--- src/rtl/mem_bridge_pkg.sv ---
// mem_bridge_pkg: shared FSM states, access-width encodings and timeout read value for the memory bridge.
package mem_bridge_pkg;
  typedef enum logic [1:0] {IDLE, REQ, RSP, DONE} state_t;
  typedef enum logic {RW_WORD = 1'b0, RW_BYTE = 1'b1} rw_t;
  localparam logic [31:0] TIMEOUT_VALUE = 32'hDEAD_BEEF;
endpackage

--- src/rtl/mem_bus_bridge_if.sv ---
// mem_bus_bridge_if: word-wide memory bus; master is the bridge, slave is the memory.
interface mem_bus_bridge_if;
  logic        bus_valid;
  logic        bus_we;
  logic [31:0] bus_addr;
  logic [31:0] bus_wdata;
  logic [3:0]  bus_be;
  logic        bus_ready;
  logic        bus_rvalid;
  logic [31:0] bus_rdata;
  modport master (
    output bus_valid, bus_we, bus_addr, bus_wdata, bus_be,
    input  bus_ready, bus_rvalid, bus_rdata
  );
  modport slave (
    input  bus_valid, bus_we, bus_addr, bus_wdata, bus_be,
    output bus_ready, bus_rvalid, bus_rdata
  );
endinterface

--- src/rtl/mem_lane_align.sv ---
// mem_lane_align: byte-lane enables, store replication and zero-extended load extraction.
module mem_lane_align
  import mem_bridge_pkg::*;
(
  input  rw_t         rw_type,
  input  logic [1:0]  lane,
  input  logic [31:0] wdata_in,
  input  logic [31:0] rdata_in,
  output logic [3:0]  be,
  output logic [31:0] wdata,
  output logic [31:0] rdata
);
  logic byte_acc;
  assign byte_acc = rw_type == RW_BYTE;
  assign be       = byte_acc ? 4'b0001 << lane : 4'b1111;
  assign wdata    = byte_acc ? {4{wdata_in[7:0]}} : wdata_in;
  assign rdata    = byte_acc ? {24'b0, rdata_in[{lane, 3'b000} +: 8]} : rdata_in;
endmodule

--- src/rtl/mem_bus_bridge.sv ---
// mem_bus_bridge: pipeline load/store to memory-bus bridge; MEM_BRIDGE_TIMEOUT_EN adds an access timeout.
module mem_bus_bridge
  import mem_bridge_pkg::*;
#(
  parameter int TIMEOUT_CYCLES = 64
) (
  input  logic        clk,
  input  logic        rst_n,
  input  logic        req_valid,
  input  logic        MemRW,
  input  logic        RWType,
  input  logic [31:0] addr_out,
  input  logic [31:0] data_out,
  output logic [31:0] data_in,
  output logic        mem_stall,
  output logic        mem_done,
  output logic        mem_err,
  mem_bus_bridge_if.master bus
);
  state_t      state;
  rw_t         type_q;
  logic [1:0]  lane_q;
  rw_t         sel_type;
  logic [1:0]  sel_lane;
  logic [3:0]  be;
  logic [31:0] wdata;
  logic [31:0] rdata;
  logic        aligned;
  logic        expired;
  assign aligned   = RWType == RW_BYTE || addr_out[1:0] == 2'b00;
  assign mem_stall = state == IDLE ? req_valid && aligned : state == REQ || state == RSP;
  // Lane logic sees the live request while idle, the latched one afterwards.
  assign sel_type  = state == IDLE ? rw_t'(RWType) : type_q;
  assign sel_lane  = state == IDLE ? addr_out[1:0] : lane_q;
  mem_lane_align u_lane (
    .rw_type (sel_type),
    .lane    (sel_lane),
    .wdata_in(data_out),
    .rdata_in(bus.bus_rdata),
    .be      (be),
    .wdata   (wdata),
    .rdata   (rdata)
  );
`ifdef MEM_BRIDGE_TIMEOUT_EN
  logic [31:0] cnt;
  assign expired = cnt == 32'(TIMEOUT_CYCLES - 1);
  always_ff @(posedge clk)
    cnt <= (!rst_n || state == IDLE) ? 32'd0 : cnt + 32'd1;
`else
  assign expired = 1'b0;
`endif
  always_ff @(posedge clk) begin
    if (!rst_n) begin
      state         <= IDLE;
      type_q        <= RW_WORD;
      lane_q        <= 2'b00;
      data_in       <= 32'd0;
      mem_done      <= 1'b0;
      mem_err       <= 1'b0;
      bus.bus_valid <= 1'b0;
      bus.bus_we    <= 1'b0;
      bus.bus_addr  <= 32'd0;
      bus.bus_wdata <= 32'd0;
      bus.bus_be    <= 4'd0;
    end else begin
      mem_done <= 1'b0;
      mem_err  <= 1'b0;
      case (state)
        IDLE: if (req_valid) begin
          if (aligned) begin
            state         <= REQ;
            type_q        <= rw_t'(RWType);
            lane_q        <= addr_out[1:0];
            bus.bus_valid <= 1'b1;
            bus.bus_we    <= MemRW;
            bus.bus_addr  <= {addr_out[31:2], 2'b00};
            bus.bus_wdata <= wdata;
            bus.bus_be    <= be;
          end else
            mem_err <= 1'b1;
        end
        REQ: if (bus.bus_ready) begin
          bus.bus_valid <= 1'b0;
          state         <= bus.bus_we ? DONE : RSP;
          mem_done      <= bus.bus_we;
        end else if (expired) begin
          bus.bus_valid <= 1'b0;
          state         <= DONE;
          mem_done      <= 1'b1;
          mem_err       <= 1'b1;
          data_in       <= bus.bus_we ? data_in : TIMEOUT_VALUE;
        end
        RSP: if (bus.bus_rvalid) begin
          data_in  <= rdata;
          state    <= DONE;
          mem_done <= 1'b1;
        end else if (expired) begin
          data_in  <= TIMEOUT_VALUE;
          state    <= DONE;
          mem_done <= 1'b1;
          mem_err  <= 1'b1;
        end
        default: state <= IDLE;
      endcase
    end
  end
endmodule

--- src/flat_wrapper.sv ---
// flat-port wrapper written by rule: the top's interface ports become plain ports
module mem_bus_bridge_flat import mem_bridge_pkg::*;
#(
  parameter int TIMEOUT_CYCLES = 64
)
  (clk, rst_n, req_valid, MemRW, RWType, addr_out, data_out, data_in, mem_stall, mem_done, mem_err, bus_bus_valid, bus_bus_we, bus_bus_addr, bus_bus_wdata, bus_bus_be, bus_bus_ready, bus_bus_rvalid, bus_bus_rdata);
  mem_bus_bridge_if bus_i ();
  input  logic clk;
  input  logic rst_n;
  input  logic req_valid;
  input  logic MemRW;
  input  logic RWType;
  input  logic [31:0] addr_out;
  input  logic [31:0] data_out;
  output logic [31:0] data_in;
  output logic mem_stall;
  output logic mem_done;
  output logic mem_err;
  output wire logic [$bits(bus_i.bus_valid)-1:0] bus_bus_valid;
  output wire logic [$bits(bus_i.bus_we)-1:0] bus_bus_we;
  output wire logic [$bits(bus_i.bus_addr)-1:0] bus_bus_addr;
  output wire logic [$bits(bus_i.bus_wdata)-1:0] bus_bus_wdata;
  output wire logic [$bits(bus_i.bus_be)-1:0] bus_bus_be;
  input wire logic [$bits(bus_i.bus_ready)-1:0] bus_bus_ready;
  input wire logic [$bits(bus_i.bus_rvalid)-1:0] bus_bus_rvalid;
  input wire logic [$bits(bus_i.bus_rdata)-1:0] bus_bus_rdata;
  assign bus_bus_valid = bus_i.bus_valid;
  assign bus_bus_we = bus_i.bus_we;
  assign bus_bus_addr = bus_i.bus_addr;
  assign bus_bus_wdata = bus_i.bus_wdata;
  assign bus_bus_be = bus_i.bus_be;
  assign bus_i.bus_ready = bus_bus_ready;
  assign bus_i.bus_rvalid = bus_bus_rvalid;
  assign bus_i.bus_rdata = bus_bus_rdata;
  mem_bus_bridge #(.TIMEOUT_CYCLES(TIMEOUT_CYCLES)) u_core (.clk(clk), .rst_n(rst_n), .req_valid(req_valid), .MemRW(MemRW), .RWType(RWType), .addr_out(addr_out), .data_out(data_out), .data_in(data_in), .mem_stall(mem_stall), .mem_done(mem_done), .mem_err(mem_err), .bus(bus_i));
endmodule
--- config.mk ---
export PLATFORM = sky130hd
export DESIGN_NAME = mem_bus_bridge_flat
export DESIGN_NICKNAME = d
export VERILOG_FILES = /design/src/rtl/mem_bridge_pkg.sv /design/src/rtl/mem_bus_bridge_if.sv /design/src/rtl/mem_lane_align.sv /design/src/rtl/mem_bus_bridge.sv /design/src/flat_wrapper.sv
export SDC_FILE = /design/constraint.sdc
export NUM_CORES = 1
export LEC_CHECK = 0
export ABC_CLOCK_PERIOD_IN_PS = 2460
export CAP_MARGIN = 25
export CORE_MARGIN = 2
export CORE_UTILIZATION = 44
export DETAILED_ROUTE_END_ITERATION = 8
export GPL_TIMING_DRIVEN = 0
export HOLD_SLACK_MARGIN = 0.08
export PLACE_DENSITY = 0.81
export SLEW_MARGIN = 10
export SYNTH_ARGS = -nofsm -noshare
export SYNTH_HDL_FRONTEND = slang
export SYNTH_HIERARCHICAL = 1
export SYNTH_SLANG_ARGS = --single-unit
--- constraint.sdc ---
create_clock -name clk -period 2.46 [get_ports clk]
set_clock_uncertainty 0.05 [all_clocks]
set_input_delay 0.492 -clock clk [delete_from_list [all_inputs] [get_ports clk]]
set_output_delay 0.492 -clock clk [all_outputs]
set_load 0.02 [all_outputs]
==> key figures, run 1 <==
Pwr
  – P per Cell Area: between 800 and 900 nW/um^2
  – Leakage power: roughly 2.9 nW
  – VDD IR max: slightly above 0.0004 V
  – Cell-internal power: between 0.003 and 0.004 W
  – Switching power: ~0.0023 W
  – Clock share of power: a little under a quarter
  – Sequential share of power: between 30% and 40%
  – Sw Ratio: 36.6%
  – Comb pwr share: 42.3%
  – Pwr Total: 0.00620 W

Synth
  – Most frequent cell after synthesis: dfxtp_1
  – Asr flop ratio synth: 0%
  – Post-synth top area cell: dfxtp_1
  – YS warnings: 6
  – Mapped Area: roughly 5200 sq um
  – Syn_area_per_cell: just over 8 sq um
  – Synth Area in Compound Gates: 27.6%
  – Synth cell types: 34
  – Cells after synthesis: between 600 and 700
  – Simple logic cell fraction of the synthesized area: 17.7%
  – Top post-synthesis cells by area: dfxtp_1 41%, a21boi_1 11%, nand3_1 6.9%, nand2_1 6.6%, o21ai_1 6.2%
  – Adder-cell area share of the yosys netlist: 0.963%
  – Share of Yosys cell area claimed by the top area cell type: 41.2%
  – Register bit count reported by yosys: 107
  – XOR/XNOR share of the synthesized area: 0%
  – Proportion of synthesized area in mux cells: roughly 2.6%
  – Number of flops mapped to enable cells by yosys: 0
  – Post-synthesis sequential area ratio: between 40 and 50%
  – Synth top cells by count: 107 x dfxtp_1, 91 x nand2_1, 74 x a21boi_1
  – Synth Flop Type: dfxtp_1
  – Largest family of logic cells by synthesized area: compound AO/OA/AOI/OAI gates

Min path
  – Hold WC Path Type: flop to flop
  – Hold path endpoint: u_core/data_in[14]
  – WHS Path Cells: 2
  – Hold path start: u_core/data_in[14]

Clock network
  – Clock-pin slew on the worst setup and hold paths: ~0.070 ns
  – TritonCTS sink count: ~110
  – Clk_lat worst skew: approximately 0.34 ns
  – CTS tree: built
  – CTS Buffer Depth: 2
  – Num CTS Buffers: 9
  – Clk Tree Root Cell: clkbuf_16
  – H-tree depth: 3

Timing
  – Max-slew headroom: 65.2%
  – RSZ-0062 raised after global routing: false
  – Fmax: 431 MHz
  – Final hold viol count: 0
  – Final setup violating endpoints: 0
  – Final period util: a little over nine tenths
  – Fin crit period: between 2 and 2.5 ns
  – Final Slew Violations: 0
  – Total negative slack: 0 ns
  – Slew @ Worst Pin: approximately 0.52 ns
  – Final setup margin: roughly 0.14 ns

Finish
  – Final #Nets: around 960
  – Ant diodes: 0
  – Area Overhead vs Synth: 48.8%
  – Layout cells sized above 1: around a tenth
  – Design area: 7730 sq um

Setup path
  – CP Buf/Inv Count: 3
  – CP Cell Sequence: clkdlybuf4s50_1 > o21bai_2 > buf_6 > a22o_1 > buf_2
  – Critical path's largest stage delay: 0.49 ns
  – CP max-delay cell: clkdlybuf4s50_1
  – Crit path capture type: output port
  – R2R depth: 10
  – Top delay family on crit path: buffers and inverters
  – Terminus of the critical flop-to-flop path: u_core/bus.bus_wdata[9]
  – Crit path kind: input pin to output port
  – Worst Path Max Fanout: 17
  – Critical Path AT: ~1.8 ns
  – CP required: about 1.9 ns
  – Worst setup SP type: input pin
  – R2R setup slack: approximately 0.33 ns
  – RR Startpoint: u_core/state[0]

GRT
  – Met1 usage: a little under a third
  – Met2 Use GR: ~45%
  – Gr ovfl total: 0
  – Vias in the first global route: ~5400
  – First-pass GRT wire length: ~26 mm
  – All-Layer GR Usage: between 20 and 30%
  – Gr busiest metal: met2
  – Initial antenna violation count: 0
  – Met3 usage: around 6.4%
  – Largest net degree at the start of global routing: 19

Routing
  – Detailed Route WL: approximately 17 mm
  – Vias: ~5300
  – Vias/cell: approximately 5.3
  – Routed len/inst: about 17 um
  – Pre-antenna DRT Iters: 5
  – Final ANT Viol Nets: 0
  – DRC: 0
  – Iteration-0 DRC Markers: between 400 and 500

Floorplanning
  – Die extent in y: between 100 and 150 um
  – Initial Utilization: between 40% and 50%
  – Core Region: around 11000 sq um
  – Ports: between 200 and 250
  – # rows: 39
  – Die Wd: around 110 um
  – DIE AREA: roughly 13000 sq um

Run
  – Max-Cap Viols: 0

Placed design
  – Post-DP Area: between 7000 and 8000 sq um
  – Global placer's final weighted congestion: ~0.85
  – Final HPWL DP: roughly 13 mm
  – I/O Buffers: roughly 200
  – Worst slack, placed: -0.504 ns

Outcome
  – Status: completed
## cell usage in the layout (no fill, tap or decap), drive strengths merged, types with 2 or more instances in the layout
cell             n
clkdlybuf4s50  203
dfxtp          107
a21boi         102
o21ai           96
nand2           91
nand3           72
buf             48
clkbuf          33
inv             30
nor2b           24
mux2i            9
o22ai            7
a21o             7
mux2             4
nand2b           4
ha               4
clkinv           3
and2             2
o2111ai          2
conb             2
## power by group through the flow
| stage | sequential (W) | clock [W] | combinational, W |
|---|---|---|---|
| after global placement | 0.00212 | 0 | 0.00254 |
| after floorplan | 0.00238 | 0 | 0.00133 |
| after detailed placement | 0.00214 | 0 | 0.00260 |
| final | 0.00209 | 0.00148 | 0.00263 |
| after global routing | 0.00212 | 0.00157 | 0.00283 |
| after CTS | 0.00209 | 0.00152 | 0.00261 |
## per-stage QoR
step | hold WS (ns) | cells | util [%]
5_1_grt | 0.427 | 1004 | 67.4
6_report | 0.411 | 1004 | 67.4
2_1_floorplan | 0.400 | 641 | -
3_5_place_dp | 0.398 | 988 | 64.7
3_3_place_gp | 0.396 | 988 | 64.7
4_1_cts | 0.411 | 1004 | 67.4
## worst register-to-register path: stages, from the launching register on
cell and delay, ns:
dfxtp_2 0.33, inv_1 0.05, ha_1 0.18, buf_4 0.16, mux2_2 0.32, buf_4 0.21, buf_4 0.21, nand2_1 0.15
o21ai_1 0.15, nand3_1 0.09, a21boi_1 0.15
## routing by layer
layer  vias up  wire length [um]
met4         0               297
li1       2603                 -
met2       229              8070
met3        23              1430
met5         -                 0
met1      2476              6790
## worst max-delay path by stage
stage	from	to	slack [ns]	cells after the start
global placement	RWType	mem_stall	-0.47	6
floorplan	u_core/state[0]	mem_stall	0.50	7
global route	u_core/state[0]	mem_stall	0.07	7
CTS	u_core/state[0]	mem_stall	0.14	7
detailed placement	RWType	mem_stall	-0.50	6
finish	RWType	mem_stall	0.14	5
## cell type report
| class | count | area (sq um) |
|---|---|---|
| Tap cell | 143 | 179 |
| Fill cell | 956 | 3740 |
| Multi-Input combinational cell | 436 | 2550 |
| Inverter | 28 | 105 |
| Sequential cell | 107 | 2140 |
| Buffer | 68 | 390 |
| Timing Repair Buffer | 206 | 2050 |
| Clock buffer | 10 | 239 |
| Clock inverter | 6 | 70.1 |
## kinds of logic after synthesis
family	Yosys count
AOI/OAI and AO/OA	220
other	1
DFF	107
and+or+nand+nor	197
adders and majority gates	4
buffers and inverters	98
muxes	13
## state kept, by name, summed over array words and instances (netlist names)
name	count
u_core/state	2
u_core/bus.bus_wdata	32
u_core/type_q	1
u_core/data_in	32
u_core/bus.bus_we	1
u_core/mem_done	1
u_core/mem_err	1
u_core/bus.bus_addr	30
u_core/bus.bus_be	4
u_core/lane_q	2
u_core/bus.bus_valid	1
## what timing repair did
item,4_1_cts,5_1_grt
setup buffers,2,0
setup endpoints to repair,1,0
hold buffers,0,0
gates resized for setup,6,0
Power figures use the tool's default switching activity.
==> inputs of run 2 (changes only) <==
--- a/config.mk
+++ b/config.mk
@@ -8,11 +8,11 @@
 export ABC_CLOCK_PERIOD_IN_PS = 2460
 export CAP_MARGIN = 25
 export CORE_MARGIN = 2
-export CORE_UTILIZATION = 44
+export CORE_UTILIZATION = 40
 export DETAILED_ROUTE_END_ITERATION = 8
 export GPL_TIMING_DRIVEN = 0
 export HOLD_SLACK_MARGIN = 0.08
-export PLACE_DENSITY = 0.81
+export PLACE_DENSITY = 0.75
 export SLEW_MARGIN = 10
 export SYNTH_ARGS = -nofsm -noshare
 export SYNTH_HDL_FRONTEND = slang
==> key figures, run 2 (same netlist as run 1, synthesis figures left out) <==
Pwr
  – VDD IR max: roughly 0.0004 V
  – Sequential share of power: 34.2%
  – Comb pwr share: 42.9%
  – P per Cell Area: a little under 800 nW/um^2
  – Leakage power: approximately 2.9 nW
  – Clock share of power: 22.9%
  – Sw Ratio: approximately two fifths
  – Switching power: around 0.0023 W
  – Cell-internal power: about 0.0038 W

Setup path
  – Worst Path Max Fanout: 17
  – Crit path capture type: output port
  – CP required: 1.92 ns
  – Crit path kind: flop to output port
  – RR Startpoint: u_core/state[1]
  – Worst setup SP type: flop
  – R2R depth: 9
  – Critical Path AT: about 1.8 ns
  – R2R setup slack: approximately 0.27 ns
  – Terminus of the critical flop-to-flop path: u_core/data_in[4]

GRT
  – Gr ovfl total: 0
  – Vias in the first global route: 5474
  – Met1 usage: between 20% and 30%
  – Initial antenna violation count: 1
  – All-Layer GR Usage: between 20% and 30%
  – First-pass GRT wire length: between 20 and 30 mm
  – Met3 usage: about 7.5%
  – Largest net degree at the start of global routing: 20
  – Met2 Use GR: between 40% and 50%
  – Gr busiest metal: met2

Finish
  – Final #Nets: approximately 960
  – Non-Filler Instances: ~1000
  – Commonest non-fill, non-tap cell in the layout: clkdlybuf4s50_1
  – Layout filler cell count: around 1100
  – Most frequent cells in the layout: 203 x clkdlybuf4s50_1, 105 x dfxtp_1, 91 x nand2_1
  – Area Overhead vs Synth: 48.8%
  – Largest regs: u_core/bus.bus_wdata x32, u_core/data_in x32, u_core/bus.bus_addr x30
  – Layout cells sized above 1: around a tenth

Timing
  – Final setup violating endpoints: 0
  – Fin crit period: around 2.4 ns
  – Fmax: around 420 MHz
  – RSZ-0062 raised after global routing: false
  – Final period util: 95.9%
  – Slew @ Worst Pin: between 0.5 and 0.6 ns
  – Final hold viol count: 0
  – Max-slew headroom: ~62%
  – Final Slew Violations: 0
  – Hold Slack: between 0.4 and 0.5 ns

Routing
  – Final ANT Viol Nets: 0
  – Vias/cell: roughly 5.2
  – Detailed Route WL: around 17 mm
  – Vias: 5392
  – Routed len/inst: around 17 um
  – Iteration-0 DRC Markers: 550
  – Pre-antenna DRT Iters: 5
  – DRC: 0

Floorplanning
  – DIE AREA: around 14000 sq um
  – Initial Utilization: 41.0%
  – # rows: 41
  – Die extent in y: 118 um
  – Ports: around 210
  – Core Region: around 13000 sq um
  – Die Wd: 118 um

Clock network
  – Clk_lat worst skew: around 0.35 ns
  – CTS tree: built
  – Clk Tree Root Cell: clkbuf_16
  – Num CTS Buffers: 9
  – H-tree depth: 3
  – CTS hold repair buffers: 0
  – CTS Buffer Depth: 2
  – TritonCTS sink count: between 100 and 150
  – Clock-pin slew on the worst setup and hold paths: 0.08 ns

Min path
  – Hold WC Path Type: flop to flop
  – Hold path endpoint: u_core/data_in[0]
  – Hold path start: u_core/data_in[0]
  – WHS Path Cells: 2

Placed design
  – I/O Buffers: 204
  – Dpl cells: approximately 1000
  – Final HPWL DP: roughly 13 mm
  – Global placer's final weighted congestion: slightly below 0.9

Outcome
  – Status: completed

Run
  – Max-Cap Viols: 0
run 2: layer usage:
layer,wire length [um],vias to the layer above
li1,-,2604
met1,7220,2554
met2,8460,213
met3,1390,21
met4,238,0
met5,0,-
run 2: cell type report:
type	instances	area, sq um	area share (%)
Sequential cell	107	2140	27.7
Buffer	68	390	5.05
Inverter	28	105	1.36
Clock inverter	7	56.3	0.728
Antenna cell	1	2.50	0.0324
Multi-Input combinational cell	436	2550	33.0
Tap cell	172	215	2.78
Timing Repair Buffer	205	2040	26.4
Clock buffer	9	225	2.91
run 2: repair_timing:
item	in CTS	in global routing
endpoints found under the setup margin	1	0
buffers inserted	1	0
hold endpoints to repair	0	0
resized for setup	6	0
run 2: worst max-delay path: stages (launching register included):
cell and delay (ns):
dfxtp_2 0.35, inv_1 0.06, ha_1 0.18, buf_4 0.16, and2_1 0.14, buf_4 0.20
a22o_1 0.21, buf_2 0.16
run 2: worst max path at each step:
stage / start / endpoint / slack, ns / cells past startpoint
2_1_floorplan: u_core/state[0] / mem_stall / 0.50 / 7
3_3_place_gp: RWType / mem_stall / -0.49 / 6
3_5_place_dp: RWType / mem_stall / -0.50 / 6
4_1_cts: u_core/state[1] / mem_stall / 0.09 / 7
5_1_grt: u_core/state[1] / mem_stall / 0.04 / 7
6_report: u_core/state[1] / mem_stall / 0.10 / 7
run 2: stage by stage:
step	util, %	cell area, sq um	setup TNS [ns]	setup slack (ns)	total power (W)
final	61.0	7730	0	0.100	0.00614
after global routing	61.0	7730	0	0.0427	0.00648
after CTS	61.0	7730	0	0.0873	0.00616
after detailed placement	58.8	7460	-0.499	-0.499	0.00476
after global placement	58.8	7460	-0.486	-0.486	0.00470
after floorplan	-	5200	0	0.496	0.00371
run 2: power groups by stage:
stage | combinational [W] | sequential (W) | clock, W
6_report | 0.00264 | 0.00210 | 0.00141
5_1_grt | 0.00284 | 0.00213 | 0.00151
4_1_cts | 0.00263 | 0.00210 | 0.00143
3_5_place_dp | 0.00262 | 0.00214 | 0
3_3_place_gp | 0.00257 | 0.00213 | 0
2_1_floorplan | 0.00133 | 0.00238 | 0
==> inputs of run 3 (changes only) <==
--- a/config.mk
+++ b/config.mk
@@ -6,7 +6,7 @@
 export NUM_CORES = 1
 export LEC_CHECK = 0
 export ABC_CLOCK_PERIOD_IN_PS = 2460
-export CAP_MARGIN = 25
+export CAP_MARGIN = 20
 export CORE_MARGIN = 2
 export CORE_UTILIZATION = 40
 export DETAILED_ROUTE_END_ITERATION = 8
==> constraint.sdc (replaced) <==
create_clock -name clk -period 2.46 [get_ports clk]
set_clock_uncertainty 0.05 [all_clocks]
set_input_delay 0.492 -clock clk [delete_from_list [all_inputs] [get_ports clk]]
set_output_delay 0.492 -clock clk [all_outputs]
set_load 0.05 [all_outputs]
==> key figures, run 3 (same netlist as run 1, synthesis figures left out) <==
GRT
  – First-pass GRT wire length: roughly 28 mm
  – Largest net degree at the start of global routing: 20
  – Met1 usage: roughly 29%
  – Met2 Use GR: between 40% and 50%
  – Vias in the first global route: 5470
  – Initial antenna violation count: 1
  – Met3 usage: around 7.5%
  – Gr ovfl total: 0
  – Gr busiest metal: met2
  – All-Layer GR Usage: 24.4%

Routing
  – Vias/cell: approximately 5.2
  – Routed len/inst: ~17 um
  – Final ANT Viol Nets: 0
  – Detailed Route WL: about 17 mm
  – DRC: 0
  – Iteration-0 DRC Markers: 525
  – Pre-antenna DRT Iters: 5
  – Vias: about 5400

Run
  – Max-Cap Viols: 0

Floorplanning
  – Ports: between 200 and 250
  – Core Region: between 10000 and 15000 sq um
  – Die Wd: approximately 120 um
  – # rows: ~40
  – DIE AREA: about 14000 sq um
  – Initial Utilization: between 40 and 50%
  – Die extent in y: 118 um

Timing
  – Final Slew Violations: 0
  – Final hold viol count: 0
  – Final setup margin: 0.0879 ns
  – Final period util: 96.4%
  – Fin crit period: ~2.4 ns
  – Hold Slack: approximately 0.41 ns
  – Slew @ Worst Pin: roughly 0.56 ns
  – Max-slew headroom: a little over three fifths
  – Final setup violating endpoints: 0
  – Fmax: between 400 and 500 MHz
  – RSZ-0062 raised after global routing: false

Pwr
  – VDD IR max: 0.000399 V
  – Leakage power: ~2.9 nW
  – Pwr Total: roughly 0.0067 W
  – Comb pwr share: a little under half
  – Sw Ratio: between 40 and 50%
  – Sequential share of power: 31.5%
  – P per Cell Area: 860 nW/um^2
  – Clock share of power: 21.1%
  – Switching power: about 0.0028 W
  – Cell-internal power: between 0.003 and 0.004 W

Setup path
  – CP Cell Sequence: inv_1 > ha_1 > buf_4 > and2_1 > buf_4 > a22o_1 > buf_6
  – Top delay family on crit path: buffers and inverters
  – CP max-delay cell: dfxtp_2
  – Crit path capture type: output port
  – Crit path kind: flop to output port
  – Critical path's largest stage delay: 0.35 ns
  – Worst setup SP type: flop
  – CP required: 1.92 ns
  – CP Buf/Inv Count: 4
  – Critical Path AT: between 1.5 and 2 ns
  – Worst Path Max Fanout: 17
  – Cell repeated most along the worst path: buf_4

Finish
  – Layout cells sized above 1: a little under a tenth
  – Most frequent cells in the layout: 203 x clkdlybuf4s50_1, 105 x dfxtp_1, 91 x nand2_1
  – Design area: 7740 sq um
  – Area Overhead vs Synth: 49.0%
  – Commonest non-fill, non-tap cell in the layout: clkdlybuf4s50_1
  – Final #Nets: slightly below 1000
  – Final Util: approximately three fifths
  – Layout filler cell count: 1127
  – Largest regs: u_core/bus.bus_wdata x32, u_core/data_in x32, u_core/bus.bus_addr x30

Clock network
  – CTS tree: built
  – TritonCTS sink count: roughly 110
  – CTS Buffer Depth: 2
  – H-tree depth: 3
  – Clock-pin slew on the worst setup and hold paths: around 0.080 ns
  – Clk_lat worst skew: about 0.35 ns
  – Num CTS Buffers: 9
  – CTS hold repair buffers: 0
  – Clk Tree Root Cell: clkbuf_16

Placed design
  – Worst slack, placed: -0.699 ns
  – Final HPWL DP: ~13 mm
  – Global placer's final weighted congestion: between 0.8 and 0.9
  – I/O Buffers: between 200 and 250
  – Post-DP Area: ~7500 sq um

Min path
  – Hold WC Path Type: flop to flop

Outcome
  – Status: completed
-- run 3: cell types whose count changed in the layout (fill, tap and decap cells not counted) --
| cell | before | now |
|---|---|---|
| buf_6 | 3 | 4 |
| buf_2 | 22 | 21 |
-- run 3: worst paths after layout --
kind                                        start  cells past startpoint                 to  slack, ns
worst max-delay path              u_core/state[1]                      7          mem_stall       0.09
worst min-delay path            u_core/data_in[0]                      2  u_core/data_in[0]       0.41
worst max register to register    u_core/state[1]                      9  u_core/data_in[4]       0.26
worst min register to register  u_core/data_in[0]                      2  u_core/data_in[0]       0.41
-- run 3: power groups by stage --
stage,Sequential (W),Combinational (W),Clock (W)
6_report,0.00210,0.00315,0.00141
4_1_cts,0.00210,0.00314,0.00143
3_3_place_gp,0.00213,0.00307,0
3_5_place_dp,0.00214,0.00313,0
2_1_floorplan,0.00286,0.00136,0
5_1_grt,0.00213,0.00335,0.00151
-- run 3: metal layers --
layer	wire length, um	up-vias
met3	1330	23
met4	239	0
met1	7340	2573
li1	-	2604
met5	0	-
met2	8430	216
-- run 3: timing repair --
action,4_1_cts,5_1_grt
setup buffers,1,0
resized for setup,9,0
endpoints found under the setup margin,1,0
-- run 3: worst min-delay path, stage by stage, from the launching register on --
cell      delay (ns)
dfxtp_1         0.31
nand2_1         0.04
a21boi_0        0.06
-- run 3: area by class of cell --
type                            count  area (sq um)  share of cell area [%]
Antenna cell                        1          2.50                  0.0323
Buffer                             68           390                    5.04
Clock buffer                        9           225                    2.91
Clock inverter                      7          56.3                   0.728
Inverter                           28           105                    1.36
Multi-Input combinational cell    436          2550                    32.9
Sequential cell                   107          2140                    27.7
Tap cell                          172           215                    2.78
Timing Repair Buffer              205          2050                    26.5
-- run 3: through the flow --
step           instances  setup TNS [ns]
2_1_floorplan        641               0
3_3_place_gp        1017          -0.685
3_5_place_dp        1017          -0.699
4_1_cts             1032               0
5_1_grt             1033               0
6_report            1033               0
